### src/rtl/axi_to_axi_lite_burst_pc_pkg.sv
// Shared types and helpers for the AXI4 burst to AXI4-Lite protocol converter.
package axi_to_axi_lite_burst_pc_pkg;

  // Burst type encodings (2'b11 is reserved and handled like INCR).
  localparam logic [1:0] BURST_FIXED = 2'b00;
  localparam logic [1:0] BURST_INCR  = 2'b01;
  localparam logic [1:0] BURST_WRAP  = 2'b10;

  // Response encodings.
  localparam logic [1:0] RESP_OKAY   = 2'b00;
  localparam logic [1:0] RESP_EXOKAY = 2'b01;
  localparam logic [1:0] RESP_SLVERR = 2'b10;
  localparam logic [1:0] RESP_DECERR = 2'b11;

  typedef enum logic [1:0] {
    R_IDLE,
    R_ADDR,
    R_DATA
  } r_state_e;

  typedef enum logic [2:0] {
    W_IDLE,
    W_BEAT,
    W_WAITAW,
    W_WAITW,
    W_BRESP,
    W_RESP
  } w_state_e;

  // Fold one beat response into the burst response: DECERR beats SLVERR beats
  // OKAY, and EXOKAY carries no exclusive meaning across split beats.
  function automatic logic [1:0] merge_resp(input logic [1:0] acc, input logic [1:0] resp);
    if (acc == RESP_DECERR || resp == RESP_DECERR) begin
      return RESP_DECERR;
    end else if (acc == RESP_SLVERR || resp == RESP_SLVERR) begin
      return RESP_SLVERR;
    end else begin
      return RESP_OKAY;
    end
  endfunction

endpackage

### src/rtl/axi_to_axi_lite_burst_pc_if.sv
// Bus interfaces used by the converter: full AXI4 (burst) and AXI4-Lite.
interface AXI_BUS #(
  parameter int unsigned AXI_ADDR_WIDTH = 32,
  parameter int unsigned AXI_DATA_WIDTH = 64,
  parameter int unsigned AXI_ID_WIDTH   = 10,
  parameter int unsigned AXI_USER_WIDTH = 1
);
  localparam int unsigned AXI_STRB_WIDTH = AXI_DATA_WIDTH / 8;

  logic [AXI_ID_WIDTH-1:0]   aw_id;
  logic [AXI_ADDR_WIDTH-1:0] aw_addr;
  logic [7:0]                aw_len;
  logic [2:0]                aw_size;
  logic [1:0]                aw_burst;
  logic                      aw_valid;
  logic                      aw_ready;

  logic [AXI_DATA_WIDTH-1:0] w_data;
  logic [AXI_STRB_WIDTH-1:0] w_strb;
  logic                      w_last;
  logic                      w_valid;
  logic                      w_ready;

  logic [AXI_ID_WIDTH-1:0]   b_id;
  logic [1:0]                b_resp;
  logic                      b_valid;
  logic                      b_ready;

  logic [AXI_ID_WIDTH-1:0]   ar_id;
  logic [AXI_ADDR_WIDTH-1:0] ar_addr;
  logic [7:0]                ar_len;
  logic [2:0]                ar_size;
  logic [1:0]                ar_burst;
  logic                      ar_valid;
  logic                      ar_ready;

  logic [AXI_ID_WIDTH-1:0]   r_id;
  logic [AXI_DATA_WIDTH-1:0] r_data;
  logic [1:0]                r_resp;
  logic                      r_last;
  logic [AXI_USER_WIDTH-1:0] r_user;
  logic                      r_valid;
  logic                      r_ready;

  modport Master (
    output aw_id, aw_addr, aw_len, aw_size, aw_burst, aw_valid, input aw_ready,
    output w_data, w_strb, w_last, w_valid, input w_ready,
    input b_id, b_resp, b_valid, output b_ready,
    output ar_id, ar_addr, ar_len, ar_size, ar_burst, ar_valid, input ar_ready,
    input r_id, r_data, r_resp, r_last, r_user, r_valid, output r_ready
  );

  modport Slave (
    input aw_id, aw_addr, aw_len, aw_size, aw_burst, aw_valid, output aw_ready,
    input w_data, w_strb, w_last, w_valid, output w_ready,
    output b_id, b_resp, b_valid, input b_ready,
    input ar_id, ar_addr, ar_len, ar_size, ar_burst, ar_valid, output ar_ready,
    output r_id, r_data, r_resp, r_last, r_user, r_valid, input r_ready
  );
endinterface

interface AXI_LITE #(
  parameter int unsigned AXI_ADDR_WIDTH = 32,
  parameter int unsigned AXI_DATA_WIDTH = 64
);
  localparam int unsigned AXI_STRB_WIDTH = AXI_DATA_WIDTH / 8;

  logic [AXI_ADDR_WIDTH-1:0] aw_addr;
  logic                      aw_valid;
  logic                      aw_ready;

  logic [AXI_DATA_WIDTH-1:0] w_data;
  logic [AXI_STRB_WIDTH-1:0] w_strb;
  logic                      w_valid;
  logic                      w_ready;

  logic [1:0]                b_resp;
  logic                      b_valid;
  logic                      b_ready;

  logic [AXI_ADDR_WIDTH-1:0] ar_addr;
  logic                      ar_valid;
  logic                      ar_ready;

  logic [AXI_DATA_WIDTH-1:0] r_data;
  logic [1:0]                r_resp;
  logic                      r_valid;
  logic                      r_ready;

  modport Master (
    output aw_addr, aw_valid, input aw_ready,
    output w_data, w_strb, w_valid, input w_ready,
    input b_resp, b_valid, output b_ready,
    output ar_addr, ar_valid, input ar_ready,
    input r_data, r_resp, r_valid, output r_ready
  );

  modport Slave (
    input aw_addr, aw_valid, output aw_ready,
    input w_data, w_strb, w_valid, output w_ready,
    output b_resp, b_valid, input b_ready,
    input ar_addr, ar_valid, output ar_ready,
    output r_data, r_resp, r_valid, input r_ready
  );
endinterface

### src/rtl/axi_to_axi_lite_burst_pc_addr_gen.sv
// Next-beat address calculation for FIXED, INCR and WRAP bursts.
module axi_burst_addr_gen
  import axi_to_axi_lite_burst_pc_pkg::*;
#(
  parameter int unsigned AXI_ADDR_WIDTH = 32
) (
  input  logic [AXI_ADDR_WIDTH-1:0] addr,
  input  logic [7:0]                len,
  input  logic [2:0]                size,
  input  logic [1:0]                burst,
  output logic [AXI_ADDR_WIDTH-1:0] next_addr
);

  logic [AXI_ADDR_WIDTH-1:0] step;
  logic [AXI_ADDR_WIDTH-1:0] size_mask;
  logic [AXI_ADDR_WIDTH-1:0] wrap_mask;
  logic [AXI_ADDR_WIDTH-1:0] aligned;

  // Step to the next size-aligned address; WRAP keeps the container base and
  // only lets the offset inside the (len+1)*2^size window roll over.
  always_comb begin
    // NOTE: every output of a combinational block gets a value on every path
    // (defaults first), otherwise synthesis infers a latch.
    next_addr = addr;
    step      = AXI_ADDR_WIDTH'(1) << size;
    size_mask = step - AXI_ADDR_WIDTH'(1);
    wrap_mask = ((AXI_ADDR_WIDTH'(len) + AXI_ADDR_WIDTH'(1)) << size) - AXI_ADDR_WIDTH'(1);
    aligned   = addr & ~size_mask;
    unique case (burst)
      BURST_FIXED: next_addr = addr;
      BURST_WRAP:  next_addr = (addr & ~wrap_mask) | ((aligned + step) & wrap_mask);
      default:     next_addr = aligned + step;
    endcase
  end

endmodule

### src/rtl/axi_to_axi_lite_burst_pc.sv
// AXI4 burst slave to AXI4-Lite single-beat master; independent read and
// write engines, each handling one burst at a time.
module axi_to_axi_lite_burst_pc
  import axi_to_axi_lite_burst_pc_pkg::*;
#(
  parameter int unsigned AXI_ADDR_WIDTH = 32,
  parameter int unsigned AXI_DATA_WIDTH = 64,
  parameter int unsigned AXI_ID_WIDTH   = 10
) (
  input  logic     Clk_CI,
  input  logic     Rst_RI,
  AXI_BUS.Slave    Axi_PS,
  AXI_LITE.Master  AxiLite_PM
);

  // ---------------------------------------------------------------- read path
  r_state_e                  r_state_q, r_state_d;
  logic [AXI_ID_WIDTH-1:0]   r_id_q;
  logic [AXI_ADDR_WIDTH-1:0] r_addr_q, r_next_addr;
  logic [7:0]                r_len_q, r_cnt_q;
  logic [2:0]                r_size_q;
  logic [1:0]                r_burst_q;
  logic                      r_latch, r_advance, r_last_beat;

  // ---------------------------------------------------------------- write path
  w_state_e                  w_state_q, w_state_d;
  logic [AXI_ID_WIDTH-1:0]   w_id_q;
  logic [AXI_ADDR_WIDTH-1:0] w_addr_q, w_next_addr;
  logic [7:0]                w_len_q, w_cnt_q;
  logic [2:0]                w_size_q;
  logic [1:0]                w_burst_q;
  logic [1:0]                w_resp_q;
  logic                      w_latch, w_advance, w_merge, w_last_beat;
  logic [AXI_DATA_WIDTH-1:0] w_data;

  axi_burst_addr_gen #(.AXI_ADDR_WIDTH(AXI_ADDR_WIDTH)) i_r_addr_gen (
    .addr      (r_addr_q),
    .len       (r_len_q),
    .size      (r_size_q),
    .burst     (r_burst_q),
    .next_addr (r_next_addr)
  );

  axi_burst_addr_gen #(.AXI_ADDR_WIDTH(AXI_ADDR_WIDTH)) i_w_addr_gen (
    .addr      (w_addr_q),
    .len       (w_len_q),
    .size      (w_size_q),
    .burst     (w_burst_q),
    .next_addr (w_next_addr)
  );

  assign r_last_beat = (r_cnt_q == r_len_q);
  assign w_last_beat = (w_cnt_q == w_len_q);

  // Payloads come straight from registers or the opposite bus, so they stay
  // stable for as long as the matching valid is held.
  assign AxiLite_PM.ar_addr = r_addr_q;
  assign Axi_PS.r_id        = r_id_q;
  assign Axi_PS.r_data      = AxiLite_PM.r_data;
  assign Axi_PS.r_resp      = AxiLite_PM.r_resp;
  assign Axi_PS.r_last      = r_last_beat;
  assign Axi_PS.r_user      = '0;

  assign w_data             = Axi_PS.w_data;
  assign AxiLite_PM.aw_addr = w_addr_q;
  assign AxiLite_PM.w_data  = w_data;
  assign AxiLite_PM.w_strb  = Axi_PS.w_strb;
  assign Axi_PS.b_id        = w_id_q;
  assign Axi_PS.b_resp      = w_resp_q;

  // Read state and burst bookkeeping registers.
  always_ff @(posedge Clk_CI) begin
    // NOTE: state registers use non-blocking assignments so every flop samples
    // the pre-edge values, independent of statement order.
    if (Rst_RI) begin
      r_state_q <= R_IDLE;
      r_id_q    <= '0;
      r_addr_q  <= '0;
      r_len_q   <= '0;
      r_size_q  <= '0;
      r_burst_q <= '0;
      r_cnt_q   <= '0;
    end else begin
      r_state_q <= r_state_d;
      if (r_latch) begin
        r_id_q    <= Axi_PS.ar_id;
        r_addr_q  <= Axi_PS.ar_addr;
        r_len_q   <= Axi_PS.ar_len;
        r_size_q  <= Axi_PS.ar_size;
        r_burst_q <= Axi_PS.ar_burst;
        r_cnt_q   <= '0;
      end else if (r_advance) begin
        r_addr_q <= r_next_addr;
        r_cnt_q  <= r_cnt_q + 8'd1;
      end
    end
  end

  // Read next-state and handshake outputs; everything is quiet during reset.
  always_comb begin
    r_state_d             = r_state_q;
    r_latch               = 1'b0;
    r_advance             = 1'b0;
    Axi_PS.ar_ready       = 1'b0;
    Axi_PS.r_valid        = 1'b0;
    AxiLite_PM.ar_valid   = 1'b0;
    AxiLite_PM.r_ready    = 1'b0;
    if (!Rst_RI) begin
      unique case (r_state_q)
        R_IDLE: begin
          Axi_PS.ar_ready = 1'b1;
          if (Axi_PS.ar_valid) begin
            r_latch   = 1'b1;
            r_state_d = R_ADDR;
          end
        end
        R_ADDR: begin
          AxiLite_PM.ar_valid = 1'b1;
          if (AxiLite_PM.ar_ready) r_state_d = R_DATA;
        end
        R_DATA: begin
          Axi_PS.r_valid     = AxiLite_PM.r_valid;
          AxiLite_PM.r_ready = Axi_PS.r_ready;
          if (AxiLite_PM.r_valid && Axi_PS.r_ready) begin
            if (r_last_beat) begin
              r_state_d = R_IDLE;
            end else begin
              r_advance = 1'b1;
              r_state_d = R_ADDR;
            end
          end
        end
        default: r_state_d = R_IDLE;
      endcase
    end
  end

  // Write state, burst bookkeeping and response accumulator registers.
  always_ff @(posedge Clk_CI) begin
    if (Rst_RI) begin
      w_state_q <= W_IDLE;
      w_id_q    <= '0;
      w_addr_q  <= '0;
      w_len_q   <= '0;
      w_size_q  <= '0;
      w_burst_q <= '0;
      w_cnt_q   <= '0;
      w_resp_q  <= RESP_OKAY;
    end else begin
      w_state_q <= w_state_d;
      if (w_latch) begin
        w_id_q    <= Axi_PS.aw_id;
        w_addr_q  <= Axi_PS.aw_addr;
        w_len_q   <= Axi_PS.aw_len;
        w_size_q  <= Axi_PS.aw_size;
        w_burst_q <= Axi_PS.aw_burst;
        w_cnt_q   <= '0;
        w_resp_q  <= RESP_OKAY;
      end else begin
        if (w_merge) w_resp_q <= merge_resp(w_resp_q, AxiLite_PM.b_resp);
        if (w_advance) begin
          w_addr_q <= w_next_addr;
          w_cnt_q  <= w_cnt_q + 8'd1;
        end
      end
    end
  end

  // Write next-state and handshake outputs; lite aw and w are offered together
  // and whichever fires first is remembered by the waiting states.
  always_comb begin
    w_state_d           = w_state_q;
    w_latch             = 1'b0;
    w_advance           = 1'b0;
    w_merge             = 1'b0;
    Axi_PS.aw_ready     = 1'b0;
    Axi_PS.w_ready      = 1'b0;
    Axi_PS.b_valid      = 1'b0;
    AxiLite_PM.aw_valid = 1'b0;
    AxiLite_PM.w_valid  = 1'b0;
    AxiLite_PM.b_ready  = 1'b0;
    if (!Rst_RI) begin
      unique case (w_state_q)
        W_IDLE: begin
          Axi_PS.aw_ready = 1'b1;
          if (Axi_PS.aw_valid) begin
            w_latch   = 1'b1;
            w_state_d = W_BEAT;
          end
        end
        W_BEAT: begin
          if (Axi_PS.w_valid) begin
            AxiLite_PM.aw_valid = 1'b1;
            AxiLite_PM.w_valid  = 1'b1;
            Axi_PS.w_ready      = AxiLite_PM.w_ready;
            unique case ({AxiLite_PM.aw_ready, AxiLite_PM.w_ready})
              2'b11:   w_state_d = W_BRESP;
              2'b01:   w_state_d = W_WAITAW;
              2'b10:   w_state_d = W_WAITW;
              default: w_state_d = W_BEAT;
            endcase
          end
        end
        W_WAITAW: begin
          AxiLite_PM.aw_valid = 1'b1;
          if (AxiLite_PM.aw_ready) w_state_d = W_BRESP;
        end
        W_WAITW: begin
          AxiLite_PM.w_valid = Axi_PS.w_valid;
          Axi_PS.w_ready     = Axi_PS.w_valid && AxiLite_PM.w_ready;
          if (Axi_PS.w_valid && AxiLite_PM.w_ready) w_state_d = W_BRESP;
        end
        W_BRESP: begin
          AxiLite_PM.b_ready = 1'b1;
          if (AxiLite_PM.b_valid) begin
            w_merge = 1'b1;
            if (w_last_beat) begin
              w_state_d = W_RESP;
            end else begin
              w_advance = 1'b1;
              w_state_d = W_BEAT;
            end
          end
        end
        W_RESP: begin
          Axi_PS.b_valid = 1'b1;
          if (Axi_PS.b_ready) w_state_d = W_IDLE;
        end
        default: w_state_d = W_IDLE;
      endcase
    end
  end

endmodule

### src/flat_wrapper.sv
// flat-port wrapper written by rule: the top's interface ports become plain ports
module axi_to_axi_lite_burst_pc_flat import axi_to_axi_lite_burst_pc_pkg::*;
#(
  parameter int unsigned AXI_ADDR_WIDTH = 32,
  parameter int unsigned AXI_DATA_WIDTH = 64,
  parameter int unsigned AXI_ID_WIDTH   = 10
)
  (Clk_CI, Rst_RI, Axi_PS_aw_id, Axi_PS_aw_addr, Axi_PS_aw_len, Axi_PS_aw_size, Axi_PS_aw_burst, Axi_PS_aw_valid, Axi_PS_aw_ready, Axi_PS_w_data, Axi_PS_w_strb, Axi_PS_w_last, Axi_PS_w_valid, Axi_PS_w_ready, Axi_PS_b_id, Axi_PS_b_resp, Axi_PS_b_valid, Axi_PS_b_ready, Axi_PS_ar_id, Axi_PS_ar_addr, Axi_PS_ar_len, Axi_PS_ar_size, Axi_PS_ar_burst, Axi_PS_ar_valid, Axi_PS_ar_ready, Axi_PS_r_id, Axi_PS_r_data, Axi_PS_r_resp, Axi_PS_r_last, Axi_PS_r_user, Axi_PS_r_valid, Axi_PS_r_ready, AxiLite_PM_aw_addr, AxiLite_PM_aw_valid, AxiLite_PM_aw_ready, AxiLite_PM_w_data, AxiLite_PM_w_strb, AxiLite_PM_w_valid, AxiLite_PM_w_ready, AxiLite_PM_b_resp, AxiLite_PM_b_valid, AxiLite_PM_b_ready, AxiLite_PM_ar_addr, AxiLite_PM_ar_valid, AxiLite_PM_ar_ready, AxiLite_PM_r_data, AxiLite_PM_r_resp, AxiLite_PM_r_valid, AxiLite_PM_r_ready);
  AXI_BUS #(.AXI_ADDR_WIDTH(AXI_ADDR_WIDTH), .AXI_DATA_WIDTH(AXI_DATA_WIDTH), .AXI_ID_WIDTH(AXI_ID_WIDTH), .AXI_USER_WIDTH(1)) Axi_PS_i ();
  AXI_LITE #(.AXI_ADDR_WIDTH(AXI_ADDR_WIDTH), .AXI_DATA_WIDTH(AXI_DATA_WIDTH)) AxiLite_PM_i ();
  input  logic Clk_CI;
  input  logic Rst_RI;
  input wire logic [$bits(Axi_PS_i.aw_id)-1:0] Axi_PS_aw_id;
  input wire logic [$bits(Axi_PS_i.aw_addr)-1:0] Axi_PS_aw_addr;
  input wire logic [$bits(Axi_PS_i.aw_len)-1:0] Axi_PS_aw_len;
  input wire logic [$bits(Axi_PS_i.aw_size)-1:0] Axi_PS_aw_size;
  input wire logic [$bits(Axi_PS_i.aw_burst)-1:0] Axi_PS_aw_burst;
  input wire logic [$bits(Axi_PS_i.aw_valid)-1:0] Axi_PS_aw_valid;
  output wire logic [$bits(Axi_PS_i.aw_ready)-1:0] Axi_PS_aw_ready;
  input wire logic [$bits(Axi_PS_i.w_data)-1:0] Axi_PS_w_data;
  input wire logic [$bits(Axi_PS_i.w_strb)-1:0] Axi_PS_w_strb;
  input wire logic [$bits(Axi_PS_i.w_last)-1:0] Axi_PS_w_last;
  input wire logic [$bits(Axi_PS_i.w_valid)-1:0] Axi_PS_w_valid;
  output wire logic [$bits(Axi_PS_i.w_ready)-1:0] Axi_PS_w_ready;
  output wire logic [$bits(Axi_PS_i.b_id)-1:0] Axi_PS_b_id;
  output wire logic [$bits(Axi_PS_i.b_resp)-1:0] Axi_PS_b_resp;
  output wire logic [$bits(Axi_PS_i.b_valid)-1:0] Axi_PS_b_valid;
  input wire logic [$bits(Axi_PS_i.b_ready)-1:0] Axi_PS_b_ready;
  input wire logic [$bits(Axi_PS_i.ar_id)-1:0] Axi_PS_ar_id;
  input wire logic [$bits(Axi_PS_i.ar_addr)-1:0] Axi_PS_ar_addr;
  input wire logic [$bits(Axi_PS_i.ar_len)-1:0] Axi_PS_ar_len;
  input wire logic [$bits(Axi_PS_i.ar_size)-1:0] Axi_PS_ar_size;
  input wire logic [$bits(Axi_PS_i.ar_burst)-1:0] Axi_PS_ar_burst;
  input wire logic [$bits(Axi_PS_i.ar_valid)-1:0] Axi_PS_ar_valid;
  output wire logic [$bits(Axi_PS_i.ar_ready)-1:0] Axi_PS_ar_ready;
  output wire logic [$bits(Axi_PS_i.r_id)-1:0] Axi_PS_r_id;
  output wire logic [$bits(Axi_PS_i.r_data)-1:0] Axi_PS_r_data;
  output wire logic [$bits(Axi_PS_i.r_resp)-1:0] Axi_PS_r_resp;
  output wire logic [$bits(Axi_PS_i.r_last)-1:0] Axi_PS_r_last;
  output wire logic [$bits(Axi_PS_i.r_user)-1:0] Axi_PS_r_user;
  output wire logic [$bits(Axi_PS_i.r_valid)-1:0] Axi_PS_r_valid;
  input wire logic [$bits(Axi_PS_i.r_ready)-1:0] Axi_PS_r_ready;
  output wire logic [$bits(AxiLite_PM_i.aw_addr)-1:0] AxiLite_PM_aw_addr;
  output wire logic [$bits(AxiLite_PM_i.aw_valid)-1:0] AxiLite_PM_aw_valid;
  input wire logic [$bits(AxiLite_PM_i.aw_ready)-1:0] AxiLite_PM_aw_ready;
  output wire logic [$bits(AxiLite_PM_i.w_data)-1:0] AxiLite_PM_w_data;
  output wire logic [$bits(AxiLite_PM_i.w_strb)-1:0] AxiLite_PM_w_strb;
  output wire logic [$bits(AxiLite_PM_i.w_valid)-1:0] AxiLite_PM_w_valid;
  input wire logic [$bits(AxiLite_PM_i.w_ready)-1:0] AxiLite_PM_w_ready;
  input wire logic [$bits(AxiLite_PM_i.b_resp)-1:0] AxiLite_PM_b_resp;
  input wire logic [$bits(AxiLite_PM_i.b_valid)-1:0] AxiLite_PM_b_valid;
  output wire logic [$bits(AxiLite_PM_i.b_ready)-1:0] AxiLite_PM_b_ready;
  output wire logic [$bits(AxiLite_PM_i.ar_addr)-1:0] AxiLite_PM_ar_addr;
  output wire logic [$bits(AxiLite_PM_i.ar_valid)-1:0] AxiLite_PM_ar_valid;
  input wire logic [$bits(AxiLite_PM_i.ar_ready)-1:0] AxiLite_PM_ar_ready;
  input wire logic [$bits(AxiLite_PM_i.r_data)-1:0] AxiLite_PM_r_data;
  input wire logic [$bits(AxiLite_PM_i.r_resp)-1:0] AxiLite_PM_r_resp;
  input wire logic [$bits(AxiLite_PM_i.r_valid)-1:0] AxiLite_PM_r_valid;
  output wire logic [$bits(AxiLite_PM_i.r_ready)-1:0] AxiLite_PM_r_ready;
  assign Axi_PS_i.aw_id = Axi_PS_aw_id;
  assign Axi_PS_i.aw_addr = Axi_PS_aw_addr;
  assign Axi_PS_i.aw_len = Axi_PS_aw_len;
  assign Axi_PS_i.aw_size = Axi_PS_aw_size;
  assign Axi_PS_i.aw_burst = Axi_PS_aw_burst;
  assign Axi_PS_i.aw_valid = Axi_PS_aw_valid;
  assign Axi_PS_aw_ready = Axi_PS_i.aw_ready;
  assign Axi_PS_i.w_data = Axi_PS_w_data;
  assign Axi_PS_i.w_strb = Axi_PS_w_strb;
  assign Axi_PS_i.w_last = Axi_PS_w_last;
  assign Axi_PS_i.w_valid = Axi_PS_w_valid;
  assign Axi_PS_w_ready = Axi_PS_i.w_ready;
  assign Axi_PS_b_id = Axi_PS_i.b_id;
  assign Axi_PS_b_resp = Axi_PS_i.b_resp;
  assign Axi_PS_b_valid = Axi_PS_i.b_valid;
  assign Axi_PS_i.b_ready = Axi_PS_b_ready;
  assign Axi_PS_i.ar_id = Axi_PS_ar_id;
  assign Axi_PS_i.ar_addr = Axi_PS_ar_addr;
  assign Axi_PS_i.ar_len = Axi_PS_ar_len;
  assign Axi_PS_i.ar_size = Axi_PS_ar_size;
  assign Axi_PS_i.ar_burst = Axi_PS_ar_burst;
  assign Axi_PS_i.ar_valid = Axi_PS_ar_valid;
  assign Axi_PS_ar_ready = Axi_PS_i.ar_ready;
  assign Axi_PS_r_id = Axi_PS_i.r_id;
  assign Axi_PS_r_data = Axi_PS_i.r_data;
  assign Axi_PS_r_resp = Axi_PS_i.r_resp;
  assign Axi_PS_r_last = Axi_PS_i.r_last;
  assign Axi_PS_r_user = Axi_PS_i.r_user;
  assign Axi_PS_r_valid = Axi_PS_i.r_valid;
  assign Axi_PS_i.r_ready = Axi_PS_r_ready;
  assign AxiLite_PM_aw_addr = AxiLite_PM_i.aw_addr;
  assign AxiLite_PM_aw_valid = AxiLite_PM_i.aw_valid;
  assign AxiLite_PM_i.aw_ready = AxiLite_PM_aw_ready;
  assign AxiLite_PM_w_data = AxiLite_PM_i.w_data;
  assign AxiLite_PM_w_strb = AxiLite_PM_i.w_strb;
  assign AxiLite_PM_w_valid = AxiLite_PM_i.w_valid;
  assign AxiLite_PM_i.w_ready = AxiLite_PM_w_ready;
  assign AxiLite_PM_i.b_resp = AxiLite_PM_b_resp;
  assign AxiLite_PM_i.b_valid = AxiLite_PM_b_valid;
  assign AxiLite_PM_b_ready = AxiLite_PM_i.b_ready;
  assign AxiLite_PM_ar_addr = AxiLite_PM_i.ar_addr;
  assign AxiLite_PM_ar_valid = AxiLite_PM_i.ar_valid;
  assign AxiLite_PM_i.ar_ready = AxiLite_PM_ar_ready;
  assign AxiLite_PM_i.r_data = AxiLite_PM_r_data;
  assign AxiLite_PM_i.r_resp = AxiLite_PM_r_resp;
  assign AxiLite_PM_i.r_valid = AxiLite_PM_r_valid;
  assign AxiLite_PM_r_ready = AxiLite_PM_i.r_ready;
  axi_to_axi_lite_burst_pc #(.AXI_ADDR_WIDTH(AXI_ADDR_WIDTH), .AXI_DATA_WIDTH(AXI_DATA_WIDTH), .AXI_ID_WIDTH(AXI_ID_WIDTH)) u_core (.Clk_CI(Clk_CI), .Rst_RI(Rst_RI), .Axi_PS(Axi_PS_i), .AxiLite_PM(AxiLite_PM_i));
endmodule
### config.mk
export PLATFORM = sky130hd
export DESIGN_NAME = axi_to_axi_lite_burst_pc_flat
export DESIGN_NICKNAME = d
export VERILOG_FILES = /design/src/rtl/axi_to_axi_lite_burst_pc_pkg.sv /design/src/rtl/axi_to_axi_lite_burst_pc_if.sv /design/src/rtl/axi_to_axi_lite_burst_pc_addr_gen.sv /design/src/rtl/axi_to_axi_lite_burst_pc.sv /design/src/flat_wrapper.sv
export SDC_FILE = /design/constraint.sdc
export NUM_CORES = 1
export LEC_CHECK = 0
export ABC_AREA = 1
export CAP_MARGIN = 5
export CORE_AREA = 3 3 194 196
export CTS_CLUSTER_DIAMETER = 30
export CTS_CLUSTER_SIZE = 16
export DETAILED_ROUTE_END_ITERATION = 7
export DIE_AREA = 0 0 197 199
export PLACE_DENSITY = 0.64
export SLEW_MARGIN = 30
export SYNTH_ARGS = -nofsm -noshare
export SYNTH_HDL_FRONTEND = slang
export SYNTH_SLANG_ARGS = --single-unit
export TNS_END_PERCENT = 10
### constraint.sdc
create_clock -name Clk_CI -period 6.4 [get_ports Clk_CI]
set_input_delay 0.64 -clock Clk_CI [delete_from_list [all_inputs] [get_ports Clk_CI]]
set_output_delay 0.64 -clock Clk_CI [all_outputs]
set_load 0.1 [all_outputs]
### Word-level counts from Yosys, hierarchy flattened

Cells that the tools add are included.

* flip-flop bits (word level): 133
* input port bits: 263
* word-level logic and storage cells: 147
* output and inout bits: 236

* eq/ne operators: 29
* bitwise operators: 12
* shift operators: 4
* $add $sub $neg: 10
* multiplexer cells: 61
* reductions and logical operators: 16

Operators with widths (count)
* bitwise AND 32 bit: 6
* two-way mux 32 bit: 4
* inverter 32 bit: 4
* case mux 32 bit (2 select lines): 2
* subtractor 32 x 1 -> 32 bit, second input constant: 4
* adder 32 bit: 2
* OR 32 bit: 2
* left shift 1 x 3 -> 32 bit, first input constant: 2
* left shift 9 x 3 -> 32 bit: 2
* two-way mux 1 bit: 37
* two-way mux 3 bit: 7
* adder 8 x 1 -> 9 bit, second input constant: 2
* equality test 2 bit, second input constant: 9
* case mux 3 bit (6 select lines): 1
* adder 8 x 1 -> 8 bit, second input constant: 2
* equality test 8 bit: 2
* != test 2 bit, second input constant: 7
* two-way mux 2 bit: 5
* case mux 3 bit (3 select lines): 1
* != test 2 x 1 -> 1 bit, second input constant: 4
* equality test 3 x 2 -> 1 bit, second input constant: 2
* equality test 3 bit, second input constant: 2
* zero test 2 bit: 3
* case mux 1 bit (2 select lines): 3
* 11 further kinds: 17

### Depth between registers and ports, before layout

* word-level depth: 10
* gate-level depth with buffers: 23
* mapped depth without buffers: 22

### Modules after synthesis

Synthesis repeated with hierarchy kept, for this count alone.

* cell total of the unflattened synthesis: 2544
* area total of the unflattened synthesis: 14790.4 sq um

By module, submodules not included
* axi_to_axi_lite_burst_pc: cells an instance 1155, instances 1, area each 7775.0 sq um, sequential area each 2662.6 sq um
* axi_burst_addr_gen at u_core.i_w_addr_gen: cells an instance 697, instances 1, area each 3534.6 sq um, sequential area each 0.0 sq um
* axi_burst_addr_gen at u_core.i_r_addr_gen: cells an instance 692, instances 1, area each 3480.8 sq um, sequential area each 0.0 sq um

### Worst setup path before layout

OpenSTA, ideal clock, no wires.

* path type: input to output
* from: input Rst_RI
* to: output Axi_PS_b_valid
* setup slack: 2037 ps
* buffers on the path: 1
* required time: 5760 ps
* data arrival time: 3723 ps
* cell stages on the path: 2
* cell sequence: buf_2 -> nor4_1

* word-level cells in the longest chain between the ends: 1

RTL lines
* start: declaration: RTL line flat_wrapper.sv:12 `input logic Rst_RI;`
* two-way mux 1 bit: RTL line axi_to_axi_lite_burst_pc.sv:182 `if (!Rst_RI) begin`
* end: declaration: RTL line flat_wrapper.sv:27 `output wire logic [$bits(Axi_PS_i.b_valid)-1:0] Axi_PS_b_valid;`

No other way between the ends.

### Final worst setup path

* from: input Rst_RI
* to: output Axi_PS_r_valid

* word-level cells in the longest chain between the ends: 1

RTL lines
* two-way mux 1 bit: RTL line axi_to_axi_lite_burst_pc.sv:108 `if (!Rst_RI) begin`
* end: declaration: RTL line flat_wrapper.sv:41 `output wire logic [$bits(Axi_PS_i.r_valid)-1:0] Axi_PS_r_valid;`

No other way between the ends.

==> results.md <==
- Synth Cell Area: 0.0121 mm2
- Drt first pass iters: 5
- Setup TNS: 0 ps
- Synth Area in Compound Gates: 13.4%
- Total CTS buffers: 17
- PwrDens: 314 mW/mm2
- Switching Power: 2.29 mW
- CP endpoint kind: output pin
- Sw Ratio: 51.4%
- Die Wd: 197 um
- Endpoints failing setup: 0
- Critical Path Source Type: primary input
- Post-synth EDFFs: 0
- Clk buf depth: 2
- Seq/Total Area, Yosys: 22.0%
- Layout Nets: 2321
- Grt ovf: 0
- Register bit total from synthesis: 133
- Syn_nets: 2271
- XOR/XNOR Fraction of Synth Area: 3.04%
- Number of max-cap violations: 0
- Crit-path max FO: 24
- Post-Route WL: 40.8 mm
- Leak: 5.86 nW
- CP arrival: 3110 ps
- Largest net degree at the start of global routing: 64
- Worst-Skew Late Latency: 450 ps
- Headroom to the max-slew limit: 32.2%
- Routability cong.: 0.928
- Final Total Pwr: 4.45 mW
- Sink Count: 133
- Most frequent cells in the layout: nand2_1 (523), clkdlybuf4s50_1 (211), nand3_1 (208)
- Wire per inst: 16.2 um
- Asr flop ratio synth: 0%
- Root Driver: clkbuf_16
- Antenna-violating nets left: 0
- Seq pwr share: 25.5%
- Number of global-route vias before repair: 12500
- RSZ-0062 raised after global routing: no
- Reg clk slew, reported paths: 60 ps
- Internal power: 2.17 mW
- Post-Synth Simple-Gate Area: 41.2%
- Initial antenna violation count: 0
- Syn Area/Cell: 6.10 um2
- Global-route wire length before repair: 64.4 mm
- Drt first-iter violations: 844
- Fin crit period: 3750 ps
- Die footprint: 0.0392 mm2
- PostCTS Resize Cnt: 0
- CP required: 5760 ps
- Post-DP HPWL: 31.8 mm
- TritonCTS clock tree: done
- Final Cycle Share: 58.6%
- # rows: 70
- Post-synth top flop: dfxtp_1
- Core Footprint: 0.0363 mm2
- Area Growth Syn to Fin: 17.1%
- Post-layout util: 39.1%
- Antenna diodes: 0
- Via count: 12700
- CTS H-tree depth: 4
- Gate power share: 51.5%
- Final-report hold violation count: 0
- Most common cell after layout, fill and taps aside: nand2_1
- Vias per cell: 5.06
- Share of cells above drive strength 1: 8.59%
- Max VDD drop: 205 uV
- Post-synthesis cell type count: 59
- Multiplexer share of the synthesized area: 0.330%
- Ys Warns: 0
- Setup slack, reg-to-reg: 2680 ps
- Initial core utilization: 33.4%
- Drt drc: 0
- Clock skew: 12.9 ps
- Cells after Synth: 1987
- Largest family of logic cells by synthesized area: simple AND/OR/NAND/NOR gates
- Post-CTS Setup Inserts: 0
- Io pins: 499
- Die Ht: 199 um
- Hold Buf Count CTS: 0
- IO buf count: 220
- Worst slew pin tran: 1010 ps
- Critical path type: in -> out
- FMAX: 0.267 GHz
- Status: completed
- Slew Limit Fails: 0
- Post-synthesis adder-cell area fraction: 2.17%
- Clk pwr share: 23.1%
- Global-route total usage across every layer: 20.5%
- Worst min-delay path class: reg -> reg
-- logic make-up (layout without fill, tap and decap cells) --
family / after synthesis / after routing
buf+inv: 413 / 476
mux: 4 / 4
other cells: 1 / 1
simple gates: 1090 / 1090
flops: 133 / 133
fa+ha+maj: 21 / 21
compound gates: 283 / 283
xor+xnor: 42 / 42
-- worst max-delay path, cell delays in order --
cell,delay (ps)
clkdlybuf4s50_1,670
buf_4,390
nor3_1,220
clkdlybuf4s50_1,1160
-- layout make-up --
cell class                      count  area [um2]
Fill cell                        3944       22100
Clock inverter                     14         169
Clock buffer                       18         429
Inverter                          218         828
Timing Repair Buffer              226        2210
Tap cell                          468         586
Sequential cell                   133        2660
Multi-Input combinational cell   1441        7300
-- cell usage after synthesis (5+ instances only) --
cell type,number,area [um2]
nand2_1,523,1960
nand3_1,208,1040
inv_1,192,721
nor2_1,173,649
buf_4,144,1080
dfxtp_1,133,2660
o21ai_0,104,521
a21oi_1,98,490
nand2_2,34,213
nor3_1,31,155
clkbuf_1,30,113
nand4_1,30,188
xor2_1,28,245
nand3_2,23,230
a22o_1,22,193
ha_1,21,263
o21ai_1,21,105
inv_2,20,75.1
xnor2_1,14,123
buf_2,13,65.1
nor4_1,13,81.3
nor2_2,12,75.1
nor2_4,10,113
buf_6,6,67.6
nand2_4,6,67.6
a21oi_2,5,43.8
a31oi_1,5,31.3
nand3b_1,5,37.5
o21bai_1,5,37.5
or2_0,5,31.3
or2_2,5,31.3
-- per-stage QoR --
step	std cells	setup WS (ps)	instance area (um2)	hold slack, ps
6_report	2518	2650	14200	474
5_1_grt	2518	2250	14200	493
4_1_cts	2518	2620	14200	478
3_5_place_dp	2486	2410	13600	457
3_3_place_gp	2486	2460	13600	456
2_1_floorplan	1987	2040	12100	463
-- final timing paths --
check | from | endpoint | depth (start not counted)
worst max-delay path | Rst_RI | Axi_PS_r_valid | 4
worst min-delay path | u_core.Axi_PS.r_id[4]$_SDFFE_PP0P_ | u_core.Axi_PS.r_id[4]$_SDFFE_PP0P_ | 1
worst min register to register | u_core.Axi_PS.r_id[4]$_SDFFE_PP0P_ | u_core.Axi_PS.r_id[4]$_SDFFE_PP0P_ | 1
worst max register to register | u_core.r_size_q[0]$_SDFFE_PP0P_ | register | 15
-- power by group through the flow --
stage          clock network (mW)  logic (mW)  registers (mW)
2_1_floorplan                   0        1.62            1.66
3_3_place_gp                    0        2.27            1.15
3_5_place_dp                    0        2.29            1.15
4_1_cts                      1.05        2.30            1.13
5_1_grt                      1.08        2.49            1.15
6_report                     1.03        2.29            1.14
-- metal layers --
metal | share of wire, % | wire length, um | global-route usage, %
met5 | 0 | 0 | 0
met4 | 4.0 | 1640 | 9.29
met3 | 6.1 | 2510 | 4.51
met2 | 47 | 19200 | 35.3
met1 | 43 | 17500 | 24.5
Power figures use the tool's default switching activity.
